[config.mk]
export PLATFORM = sky130hd
export DESIGN_NAME = pattern_playback_ctrl_flat
export DESIGN_NICKNAME = d
export VERILOG_FILES = /design/src/rtl/pattern_playback_ctrl_pkg.sv /design/src/rtl/pattern_playback_ctrl_if.sv /design/src/rtl/pattern_playback_ctrl_step_timer.sv /design/src/rtl/pattern_playback_ctrl.sv /design/src/flat_wrapper.sv
export SDC_FILE = /design/constraint.sdc
export NUM_CORES = 1
export LEC_CHECK = 0
export CAP_MARGIN = 20
export CORE_ASPECT_RATIO = 1.2
export CORE_MARGIN = 8
export CORE_UTILIZATION = 35
export CTS_BUF_LIST = sky130_fd_sc_hd__clkbuf_2 sky130_fd_sc_hd__clkbuf_4 sky130_fd_sc_hd__clkbuf_8
export CTS_CLUSTER_SIZE = 28
export DETAILED_ROUTE_END_ITERATION = 10
export HOLD_SLACK_MARGIN = 0.12
export PLACE_DENSITY = 0.62
export SYNTH_ARGS = -nofsm -noshare
export SYNTH_HDL_FRONTEND = slang
export SYNTH_SLANG_ARGS = --single-unit
[constraint.sdc]
create_clock -name clk -period 2.7 [get_ports clk]
set_clock_uncertainty 0.15 [all_clocks]
set_input_delay 0.27 -clock clk [delete_from_list [all_inputs] [get_ports clk]]
set_output_delay 0.27 -clock clk [all_outputs]
set_load 0.1 [all_outputs]
[src/rtl/pattern_playback_ctrl_pkg.sv]
// Shared game definitions: playback state encoding, LED decode and step timing.
package pattern_playback_ctrl_pkg;

  localparam int CLKS_PER_SEC      = 25_000_000;
  localparam int CLKS_STEP_DEFAULT = CLKS_PER_SEC / 4;

  typedef enum logic [1:0] {
    IDLE = 2'd0,
    GAP  = 2'd1,
    SHOW = 2'd2,
    DONE = 2'd3
  } play_state_t;

  function automatic logic [3:0] led_decode(input logic [1:0] val);
    return 4'b0001 << val;
  endfunction

endpackage

[src/rtl/pattern_playback_ctrl_if.sv]
// Handshake between the game FSM (master) and the pattern playback sequencer (slave).
interface pattern_playback_ctrl_if #(
  parameter int IDX_W = 4
);
  logic             start;
  logic             abort;
  logic [IDX_W-1:0] last_index;
  logic [IDX_W-1:0] rd_index;
  logic [1:0]       rd_data;
  logic [3:0]       led;
  logic             busy;
  logic             done;

  modport master (
    output start, abort, last_index, rd_data,
    input  rd_index, led, busy, done
  );

  modport slave (
    input  start, abort, last_index, rd_data,
    output rd_index, led, busy, done
  );
endinterface

[src/rtl/pattern_playback_ctrl_step_timer.sv]
// Loadable down-counter that parks at zero; zero flag drives the step sequencing.
module pattern_step_timer #(
  parameter int W = 2
) (
  input  logic         clk,
  input  logic         rst_n,
  input  logic         load,
  input  logic [W-1:0] load_val,
  output logic         zero
);

  logic [W-1:0] count;

  always_ff @(posedge clk or negedge rst_n) begin
    if (!rst_n)
      count <= '0;
    else if (load)
      count <= load_val;
    else if (count != '0)
      count <= count - 1'b1;
  end

  assign zero = (count == '0);

endmodule

[src/rtl/pattern_playback_ctrl.sv]
// Plays a stored 2-bit pattern onto four LEDs as timed dark-gap / lit steps.
//   state | meaning
//   IDLE  | waiting for start
//   GAP   | LEDs dark before current step
//   SHOW  | LED for current entry lit
//   DONE  | one-cycle completion pulse
module pattern_playback_ctrl
  import pattern_playback_ctrl_pkg::*;
#(
  parameter int CLKS_ON  = CLKS_STEP_DEFAULT,
  parameter int CLKS_OFF = CLKS_STEP_DEFAULT,
  parameter int MAX_LEN  = 11,
  parameter int IDX_W    = $clog2(MAX_LEN)
) (
  input  logic                     clk,
  input  logic                     rst_n,
  pattern_playback_ctrl_if.slave   bus
);

  localparam int MAX_CLKS = (CLKS_ON > CLKS_OFF) ? CLKS_ON : CLKS_OFF;
  localparam int TMR_W    = (MAX_CLKS > 1) ? $clog2(MAX_CLKS) : 1;
  localparam logic [TMR_W-1:0] ON_LD    = TMR_W'(CLKS_ON - 1);
  localparam logic [TMR_W-1:0] OFF_LD   = TMR_W'(CLKS_OFF - 1);
  localparam logic [IDX_W-1:0] LAST_MAX = IDX_W'(MAX_LEN - 1);

  play_state_t      state, next_state;
  logic [3:0]       led, next_led;
  logic [IDX_W-1:0] rd_index, next_index;
  logic [IDX_W-1:0] last_idx, next_last;
  logic             busy, done;
  logic             tmr_load, tmr_zero;
  logic [TMR_W-1:0] tmr_val;

  pattern_step_timer #(.W(TMR_W)) u_timer (
    .clk      (clk),
    .rst_n    (rst_n),
    .load     (tmr_load),
    .load_val (tmr_val),
    .zero     (tmr_zero)
  );

  always_comb begin
    next_state = state;
    next_led   = led;
    next_index = rd_index;
    next_last  = last_idx;
    tmr_load   = 1'b0;
    tmr_val    = '0;
    case (state)
      IDLE: begin
        if (bus.start && !bus.abort) begin
          next_last  = (bus.last_index > LAST_MAX) ? LAST_MAX : bus.last_index;
          next_index = '0;
          tmr_load   = 1'b1;
          tmr_val    = OFF_LD;
          next_state = GAP;
        end
      end
      GAP: begin
        if (bus.abort) begin
          next_led   = '0;
          next_index = '0;
          next_state = IDLE;
        end else if (tmr_zero) begin
          // Pattern entry is captured only here; later pattern edits don't disturb the lit LED.
          next_led   = led_decode(bus.rd_data);
          tmr_load   = 1'b1;
          tmr_val    = ON_LD;
          next_state = SHOW;
        end
      end
      SHOW: begin
        if (bus.abort) begin
          next_led   = '0;
          next_index = '0;
          next_state = IDLE;
        end else if (tmr_zero) begin
          next_led = '0;
          if (rd_index == last_idx) begin
            next_state = DONE;
          end else begin
            next_index = rd_index + IDX_W'(1);
            tmr_load   = 1'b1;
            tmr_val    = OFF_LD;
            next_state = GAP;
          end
        end
      end
      DONE: begin
        next_index = '0;
        next_state = IDLE;
      end
      default: begin
        next_led   = '0;
        next_index = '0;
        next_state = IDLE;
      end
    endcase
  end

  always_ff @(posedge clk or negedge rst_n) begin
    if (!rst_n) begin
      state    <= IDLE;
      led      <= '0;
      rd_index <= '0;
      last_idx <= '0;
      busy     <= 1'b0;
      done     <= 1'b0;
    end else begin
      state    <= next_state;
      led      <= next_led;
      rd_index <= next_index;
      last_idx <= next_last;
      busy     <= (next_state == GAP) || (next_state == SHOW);
      done     <= (next_state == DONE);
    end
  end

  assign bus.led      = led;
  assign bus.rd_index = rd_index;
  assign bus.busy     = busy;
  assign bus.done     = done;

endmodule

[src/flat_wrapper.sv]
// flat-port wrapper written by rule: the top's interface ports become plain ports
module pattern_playback_ctrl_flat import pattern_playback_ctrl_pkg::*;
#(
  parameter int CLKS_ON  = CLKS_STEP_DEFAULT,
  parameter int CLKS_OFF = CLKS_STEP_DEFAULT,
  parameter int MAX_LEN  = 11,
  parameter int IDX_W    = $clog2(MAX_LEN)
)
  (clk, rst_n, bus_start, bus_abort, bus_last_index, bus_rd_data, bus_rd_index, bus_led, bus_busy, bus_done);
  pattern_playback_ctrl_if #(.IDX_W(IDX_W)) bus_i ();
  input  logic clk;
  input  logic rst_n;
  input wire logic [$bits(bus_i.start)-1:0] bus_start;
  input wire logic [$bits(bus_i.abort)-1:0] bus_abort;
  input wire logic [$bits(bus_i.last_index)-1:0] bus_last_index;
  input wire logic [$bits(bus_i.rd_data)-1:0] bus_rd_data;
  output wire logic [$bits(bus_i.rd_index)-1:0] bus_rd_index;
  output wire logic [$bits(bus_i.led)-1:0] bus_led;
  output wire logic [$bits(bus_i.busy)-1:0] bus_busy;
  output wire logic [$bits(bus_i.done)-1:0] bus_done;
  assign bus_i.start = bus_start;
  assign bus_i.abort = bus_abort;
  assign bus_i.last_index = bus_last_index;
  assign bus_i.rd_data = bus_rd_data;
  assign bus_rd_index = bus_i.rd_index;
  assign bus_led = bus_i.led;
  assign bus_busy = bus_i.busy;
  assign bus_done = bus_i.done;
  pattern_playback_ctrl #(.CLKS_ON(CLKS_ON), .CLKS_OFF(CLKS_OFF), .MAX_LEN(MAX_LEN), .IDX_W(IDX_W)) u_core (.clk(clk), .rst_n(rst_n), .bus(bus_i));
endmodule
# Word-level counts from Yosys, hierarchy flattened
# Cells that the tools add are included.
# word_totals
elab_cells	69
inputBits	10
output_inout_bits	10
regBits	39
# op_classes
shifts	1
mux	35
n_addsub	2
n_reduce_logical	11
order_cmp	1
n_eq_ne	12
# op_table
operator	count
23-bit two-way mux	8
23-bit case mux with 3 select lines	1
4-bit two-way mux	10
23-bit zero test	1
23-bit nonzero test	1
23-bit by 1-bit subtractor with 23-bit output, second input constant	1
4-bit case mux with 4 select lines	1
2-bit two-way mux	6
2-bit == test, second input constant	4
2-bit case mux with 4 select lines	1
4-bit case mux with 2 select lines	1
1-bit two-way mux	6
3-bit by 2-bit != test with 1-bit output, second input constant	2
4-bit by 1-bit adder with 4-bit output, second input constant	1
2-bit by 1-bit == test with 1-bit output, second input constant	2
4-bit == test	1
4-bit > comparator, second input constant	1
4-bit AND reduction	1
2-bit nonzero test	2
1-bit by 2-bit left shift with 4-bit output, first input constant	1
3-bit != test, second input constant	1
1-bit case mux with 3 select lines	1
3-bit AND reduction	1
2-bit zero test	1
6 further kinds	6

# Longest topological paths before layout
# Gate-level depths: netlist of run 1.
# logic_depth
ltp_word	7
depth_mapped	8

# Hierarchy
# From an unflattened synthesis of run 1, not the netlist that was laid out.
# hier_totals
hier_cells	220
hier_area_um2	2160.8
# by_module_without_submodules
module	seq_area_each_um2	n_inst	cells_per_inst	area_each_um2
pattern_step_timer	575.6	1	137	1305.0
pattern_playback_ctrl	400.4	1	83	855.8

# Worst setup path before layout of run 1
# Ideal clock, no wire load.
# synth_path
path_type	register to register
start	reg u_core.rd_index[0], in the netlist u_core.bus.rd_index[0]
end	reg u_core.u_timer.count[14]
stages_incl_launch_ff	6
path_buffers	0
setup_time_ns	0.131
synth_period_minus_slack_ns	2.427
path_slack_ns	0.273
arrival_time_ns	2.145
path_cell_list	dfrtp_1 -> xnor2_1 -> nand4_1 -> a21oi_1 -> o31ai_4 -> or3_1
# synth_via
elab_chain_len	6
# synth_rtl
item	line_no	text
from (decl)	pattern_playback_ctrl.sv:28	logic [IDX_W-1:0] rd_index, next_index;
from (signal assigned)	pattern_playback_ctrl.sv:112	rd_index <= next_index;
4-bit == test (*)	pattern_playback_ctrl.sv:79	if (rd_index == last_idx) begin
23-bit two-way mux / 1-bit two-way mux (equally long branches)	pattern_playback_ctrl.sv:79	
23-bit two-way mux / 1-bit two-way mux (equally long branches)	pattern_playback_ctrl.sv:77	end else if (tmr_zero) begin
23-bit two-way mux / 1-bit two-way mux (equally long branches)	pattern_playback_ctrl.sv:73	if (bus.abort) begin
23-bit case mux with 3 select lines / 1-bit case mux with 3 select lines (equally long branches)	pattern_playback_ctrl.sv:49	case (state)
23-bit two-way mux / 2-bit nonzero test (equally long branches)	n/a	
to (signal assigned)	pattern_playback_ctrl_step_timer.sv:18	count <= load_val;
to (signal assigned)	pattern_playback_ctrl_step_timer.sv:20	count <= count - 1'b1;
to (decl)	pattern_playback_ctrl_step_timer.sv:12	logic [W-1:0] count;
# Mark *: on every way between the ends. The rest lies on a longest branch, timed or not.
# A chain may end at the register's enable or synchronous reset.

# Final worst setup path of run 1
# layout_path
start	reg u_core.u_timer.count[8]
end	reg u_core.busy, in the netlist u_core.bus.busy
# layout_via
elab_chain_len	6
# layout_rtl
item	line_no	text
23-bit zero test (*)	pattern_playback_ctrl_step_timer.sv:23	assign zero = (count == '0);
2-bit two-way mux, on equally long branches	pattern_playback_ctrl.sv:77, pattern_playback_ctrl.sv:64	
2-bit two-way mux, on equally long branches	pattern_playback_ctrl.sv:73, pattern_playback_ctrl.sv:60	
2-bit case mux with 4 select lines (*)	pattern_playback_ctrl.sv:49	
named net u_core.next_state[1]	pattern_playback_ctrl.sv:26	play_state_t state, next_state;
2-bit by 1-bit == test with 1-bit output / 2-bit == test (equally long branches)	pattern_playback_ctrl.sv:114	busy <= (next_state == GAP) || (next_state == SHOW);
1-bit logical OR (*)	pattern_playback_ctrl.sv:114	
to (signal assigned)	pattern_playback_ctrl.sv:114	
to (decl)	pattern_playback_ctrl.sv:30	logic busy, done;
# Mark *: on every way through the listed nets, which the timed path passes. The rest lies on a longest branch.

==> results.py, run 1 <==
metrics = {
    "worst_setup_path": {
        "worstSetupStartpointType": "flop",
        "endpoint": "u_core.bus.busy",
        "cp_max_fo": 7,
        "crit_path_end_kind": "flop",
        "reg2regPathDepth": 6,
        "rr_endpoint": "u_core.bus.busy",
        "r2r_setup_slack_ps": 240,
        "crit_required_ps": 2720,
        "cp_data_arrival_time_ps": 2480,
        "r2r_start": "u_core.u_timer.count[8]",
        "crit_start": "u_core.u_timer.count[8]",
        "worstSetupPathType": "reg2reg",
    },
    "pwr": {
        "powerDensity_nw_per_um2": 807,
        "ir_worst_vdd_mv": 0.564,
        "power_leakage_nw": 0.985,
    },
    "global_routing": {
        "overflow": 0,
        "grt_pass1_vias": 1763,
        "grt_pass1_wl_mm": 8.20,
        "grt_max_degree": 40,
        "grt_util_all_layers_pct": 11.4,
        "antenna_found_initial": 0,
    },
    "synthesis": {
        "syn_area_um2": 2210,
        "synth_common_cells": "dfrtp_1 (39), nand2_1 (25), nor2_1 (12)",
        "yosys_warnings": 0,
        "post-synth-top-count-cell": "dfrtp_1",
        "syn_avg_cell_area_um2": 10.2,
        "ys_ff_latch": 39,
        "synthFlopType": "dfrtp_1",
        "ys_seq_area_share_pct": 44.1,
        "synthCells": 217,
        "yosys.area.top_type_share_pct": 44.1,
        "synth_cell_types": 49,
        "synth_edf_count": 0,
        "postSynth.asyncResetShare_pct": 100,
        "yosys.area.top_type": "dfrtp_1",
        "yosys-top-cells-area": "dfrtp_1 (44%), ha_1 (4.5%), nand2_1 (4.2%), xor2_1 (3.6%), mux2_2 (3.1%)",
        "syn-num-nets": 235,
    },
    "routing": {
        "ant_nets": 0,
        "routed_wl_mm": 4.54,
        "drt_iter0_drc": 75,
        "viasPerCell": 5.25,
        "dr.pass1.iters": 4,
        "drt-wirelength-per-cell_um": 13.9,
        "num_vias": 1713,
        "drcViolationCount": 0,
    },
    "layout": {
        "area.sequential_um2": 976,
        "design_area_um2": 2600,
        "diodes": 0,
        "drive_gt1_share_pct": 20.9,
        "fillers": 611,
        "multi_input_area_um2": 1210,
        "fin_nets": 261,
        "area_growth_pct": 17.6,
        "fin_cells": 326,
    },
    "sta": {
        "maxSlewViolCount": 0,
        "setup_tns_ps": 0,
        "finalHoldViolCount": 0,
        "post-route-period-util_pct": 91.2,
        "rsz0062_at_grt": "no",
        "relSlewSlack_pct": 41.7,
        "max_freq_mhz": 406,
        "tightestPinTransition_ps": 875,
        "post-route-min-period_ps": 2460,
        "setup_viol": 0,
    },
    "floorplan": {
        "initial_core_util_pct": 36.3,
        "die_area_um2": 9140,
        "fp.dieW_um": 88.6,
        "die_h_um": 103,
        "row_count": 31,
        "io_pins": 20,
        "core_area_um2": 6090,
    },
    "min_path": {
        "hold_class": "reg2reg",
    },
    "clock_network": {
        "numCtsBuffers": 5,
        "h-tree-depth": 2,
        "cts_root_buf": "clkbuf_8",
        "cts.sinks": 39,
        "clkTransAtPathRegs_ps": 80,
        "cts.path.max_buffers": 2,
        "insertion_delay_ps": 290,
        "cts_tree": "built",
    },
    "status": {
        "outcome": "completed",
    },
    "placement": {
        "gp_congestion": 0.811,
        "detailed_place_hpwl_mm": 3.31,
        "dpl_cell_area_um2": 2480,
        "io_buffers": 19,
        "place_inst": 317,
    },
    "run": {
        "maxCapViolCount": 0,
    },
}
-- how the worst min path moves through the flow --
stage          slack, ps                startpoint  depth (start not counted)                  endpoint
2_1_floorplan       -180                     rst_n                          0           u_core.bus.busy
3_3_place_gp         290                     rst_n                          1  u_core.u_timer.count[14]
3_5_place_dp         300                     rst_n                          1  u_core.u_timer.count[14]
4_1_cts              340  u_core.u_timer.count[22]                          1  u_core.u_timer.count[22]
5_1_grt              360         bus_last_index[0]                          3        u_core.last_idx[0]
6_report             340  u_core.u_timer.count[22]                          1  u_core.u_timer.count[22]
-- cell usage in the layout, fill, tap and decap left out, types with 3 or more instances in the layout --
master           synthesis  routed
o31ai_1                  5       5
inv_1                    5       5
nor2b_1                  3       3
nor2_1                  12      12
xnor2_1                  7       7
ha_1                     8       8
clkdlybuf4s50_1          0       8
nand4_1                  3       3
buf_4                    0      13
nand2b_1                 3       3
clkbuf_8                 0       7
o21ai_0                 11      11
or4_1                    6       6
nand3_1                 10      10
mux2_2                   6       6
xor2_1                   9       9
nor4_2                   3       3
nor3_1                   5       5
a21oi_1                  9       9
or2_2                    3       3
dfrtp_1                 39      39
or3_1                    3       3
nand2_1                 25      25
-- where the power goes --
part / internal, mW / switching (mW)
logic: 0.266 / 0.525
registers: 0.722 / 0.143
clock network: 0.243 / 0.201
-- cell families after synthesis --
kind of cell / count (synthesis) / synth area share, %
AND/OR/NAND/NOR: 98 / 27.1
adder cells (fa/ha/maj): 8 / 4.52
buffers and inverters: 9 / 1.64
multiplexers: 6 / 3.05
flip-flops: 39 / 44.1
AO/OA/AOI/OAI: 41 / 13.2
XOR/XNOR: 16 / 6.33
-- flip-flops by register name, summed over array words and instances (netlist names) --
register and count:
u_core.bus.busy 1, u_core.bus.done 1, u_core.bus.led 4, u_core.bus.rd_index 4, u_core.last_idx 4, u_core.state 2, u_core.u_timer.count 23
-- routing by layer --
layer	track usage [%]	routed length, um	vias up
met2	18.8	2280	29
met5	0	0	-
met3	3.27	186	6
met1	13.6	2010	836
li1	-	-	842
met4	4.56	65	0
-- through the flow --
stage	setup WS (ps)	utilization, %	hold WS, ps	total power [mW]
2_1_floorplan	273	-	-176	1.47
6_report	238	42.7	336	2.10
4_1_cts	106	42.6	341	2.12
3_3_place_gp	230	40.7	286	1.66
3_5_place_dp	142	40.7	303	1.67
5_1_grt	32.0	42.7	359	2.23
-- final cells by class --
class / count / share of cell area, %
flip-flops and latches: 39 / 37.5
well taps: 82 / 3.94
repair buffers: 23 / 7.40
clock buffers: 8 / 3.99
inverters: 5 / 0.721
multi-input cells: 169 / 46.4
-- critical path, cell delays in order, from the launching register on --
cell and delay, ps:
dfrtp_1 430, nor4_2 470, nand4_2 300, nor2_2 290
nor2_1 80, o41ai_2 330, ha_1 290
-- what timing repair did --
item                                    in CTS  in global routing
endpoints found under the hold margin       39                  0
resized for setup                            0                  1
hold buffers                                 1                  0
endpoints found under the setup margin       0                  1
setup buffers                                0                  0
(Power assumes the default switching activity.)
==> run 2: changes to the inputs <==
--- a/config.mk
+++ b/config.mk
@@ -8,12 +8,12 @@
 export CAP_MARGIN = 20
 export CORE_ASPECT_RATIO = 1.2
 export CORE_MARGIN = 8
-export CORE_UTILIZATION = 35
+export CORE_UTILIZATION = 59
 export CTS_BUF_LIST = sky130_fd_sc_hd__clkbuf_2 sky130_fd_sc_hd__clkbuf_4 sky130_fd_sc_hd__clkbuf_8
 export CTS_CLUSTER_SIZE = 28
 export DETAILED_ROUTE_END_ITERATION = 10
 export HOLD_SLACK_MARGIN = 0.12
-export PLACE_DENSITY = 0.62
+export PLACE_DENSITY = 0.9
 export SYNTH_ARGS = -nofsm -noshare
 export SYNTH_HDL_FRONTEND = slang
 export SYNTH_SLANG_ARGS = --single-unit
==> run 2 against run 1 <==
Against the previous run:
- cell area decreased by 1.5%
- via count is 1.2% higher
- register-to-register slack got worse by 30 ps
- sequential share of layout area up 0.59 points
- cell count down 13%
- highest routed layer unchanged
- wire length grew 2.0%
- largest power group unchanged
==> results.py, run 2 (synthesis results as in run 1) <==
metrics = {
    "worst_setup_path": {
        "critPathMaxStageDelay_ps": 520,
        "cp_max_fo": 7,
        "crit_required_ps": 2740,
        "path_buf_inv": 0,
        "crit_family": "simple AND/OR/NAND/NOR gates",
        "cp_slowest_cell": "o41ai_1",
        "crit_path_end_kind": "flop",
        "cp_cell_sequence": "nor4_4 -> nand4_2 -> nor2_2 -> nor2_1 -> o41ai_1 -> ha_1",
        "worstSetupStartpointType": "flop",
        "worstSetupPathType": "reg2reg",
        "cp_data_arrival_time_ps": 2530,
    },
    "layout": {
        "final_common_cell": "dfrtp_1",
        "largest-register": "u_core.u_timer.count",
        "drive_gt1_share_pct": 20.8,
        "area_growth_pct": 15.8,
        "diodes": 0,
        "largest_register_ffs": 23,
        "final_cell_mix": "dfrtp_1 (39), nand2_1 (25), buf_4 (14)",
        "fin_nets": 262,
    },
    "floorplan": {
        "initial_core_util_pct": 61.4,
        "core_area_um2": 3600,
        "io_pins": 20,
        "fp.dieW_um": 71.9,
        "row_count": 24,
        "die_h_um": 83.1,
        "die_area_um2": 5980,
    },
    "clock_network": {
        "insertion_delay_ps": 310,
        "h-tree-depth": 2,
        "cts.path.max_buffers": 2,
        "numCtsBuffers": 5,
        "cts.sinks": 39,
        "clkTransAtPathRegs_ps": 80,
        "postCtsSetupBuffers": 0,
        "cts_root_buf": "clkbuf_8",
        "cts_tree": "built",
    },
    "routing": {
        "viasPerCell": 6.11,
        "num_vias": 1734,
        "drt_iter0_drc": 179,
        "dr.pass1.iters": 4,
        "routed_wl_mm": 4.63,
        "drt-wirelength-per-cell_um": 16.3,
        "ant_nets": 0,
        "drcViolationCount": 0,
    },
    "run": {
        "maxCapViolCount": 0,
    },
    "min_path": {
        "hold_class": "reg2reg",
    },
    "sta": {
        "setup_tns_ps": 0,
        "tightestPinTransition_ps": 882,
        "max_freq_mhz": 402,
        "maxSlewViolCount": 0,
        "relSlewSlack_pct": 41.2,
        "finalHoldViolCount": 0,
        "setup_viol": 0,
        "rsz0062_at_grt": "no",
        "post-route-period-util_pct": 92.2,
        "post-route-min-period_ps": 2490,
    },
    "pwr": {
        "p_total_mw": 2.19,
        "powerDensity_nw_per_um2": 853,
        "power_leakage_nw": 0.989,
        "ir_worst_vdd_mv": 0.942,
    },
    "placement": {
        "gp_congestion": 0.867,
        "detailed_place_hpwl_mm": 3.28,
        "io_buffers": 19,
    },
    "status": {
        "outcome": "completed",
    },
    "global_routing": {
        "grt_util_all_layers_pct": 16.8,
        "antenna_found_initial": 0,
        "grt_pass1_wl_mm": 8.02,
        "grt_pass1_vias": 1838,
        "overflow": 0,
        "grt_max_degree": 40,
    },
}
==> run 2: worst paths after layout <==
path / depth (start not counted) / slack (ps) / to / from
max: 6 / 210 / u_core.bus.busy / u_core.u_timer.count[12]
min in group asynchronous: 2 / 460 / u_core.u_timer.count[3] / rst_n
max reg2reg: 6 / 210 / u_core.bus.busy / u_core.u_timer.count[12]
min reg2reg: 1 / 330 / u_core.u_timer.count[22] / u_core.u_timer.count[22]
min: 1 / 330 / u_core.u_timer.count[22] / u_core.u_timer.count[22]
max in group asynchronous: 2 / 1380 / u_core.u_timer.count[22] / rst_n
==> run 2: where the power goes <==
group | internal, mW | switching, mW
sequential | 0.721 | 0.149
combinational | 0.270 | 0.529
clock | 0.299 | 0.218
total | 1.29 | 0.896
==> run 2: worst reg2reg max path: cells and delay by family, from the launching register on <==
family / cells / cell delay (ps)
and+or+nand+nor: 4 / 910
adders and majority gates: 1 / 330
AOI/OAI and AO/OA: 1 / 520
DFF: 1 / 470
==> run 2: final cells by class <==
| cell class | count | area (um^2) |
|---|---|---|
| multi-input cells | 169 | 1200 |
| fillers | 252 | 1040 |
| flip-flops and latches | 39 | 976 |
| repair buffers | 24 | 200 |
| clock buffers | 6 | 82.6 |
| well taps | 39 | 48.8 |
| clock inverters | 2 | 35.0 |
| inverters | 5 | 18.8 |
==> run 2: repair_timing <==
action	CTS	global route
gates resized for setup	0	0
hold buffers	1	0
hold endpoints to repair	39	0
setup endpoints to repair	0	0
==> run 2: per-layer routing <==
| layer | up-vias | routed length (um) | part of all wire, % | track usage, % |
|---|---|---|---|---|
| met5 | - | 0 | 0 | 0 |
| met4 | 0 | 81 | 1.7 | 8.75 |
| met3 | 7 | 184 | 4.0 | 5.29 |
| met2 | 41 | 2340 | 50 | 27.2 |
| met1 | 844 | 2030 | 44 | 19.2 |
| li1 | 842 | - | - | - |
==> run 2: stage by stage <==
stage	instance area [um^2]	worst slack, ps	hold WS (ps)	utilization, %	std cells
2_1_floorplan	2210	273	-176	-	217
3_3_place_gp	2430	370	273	67.6	275
3_5_place_dp	2430	261	278	67.6	275
4_1_cts	2560	239	334	71.1	284
5_1_grt	2560	62.4	375	71.1	284
6_report	2560	210	334	71.1	284
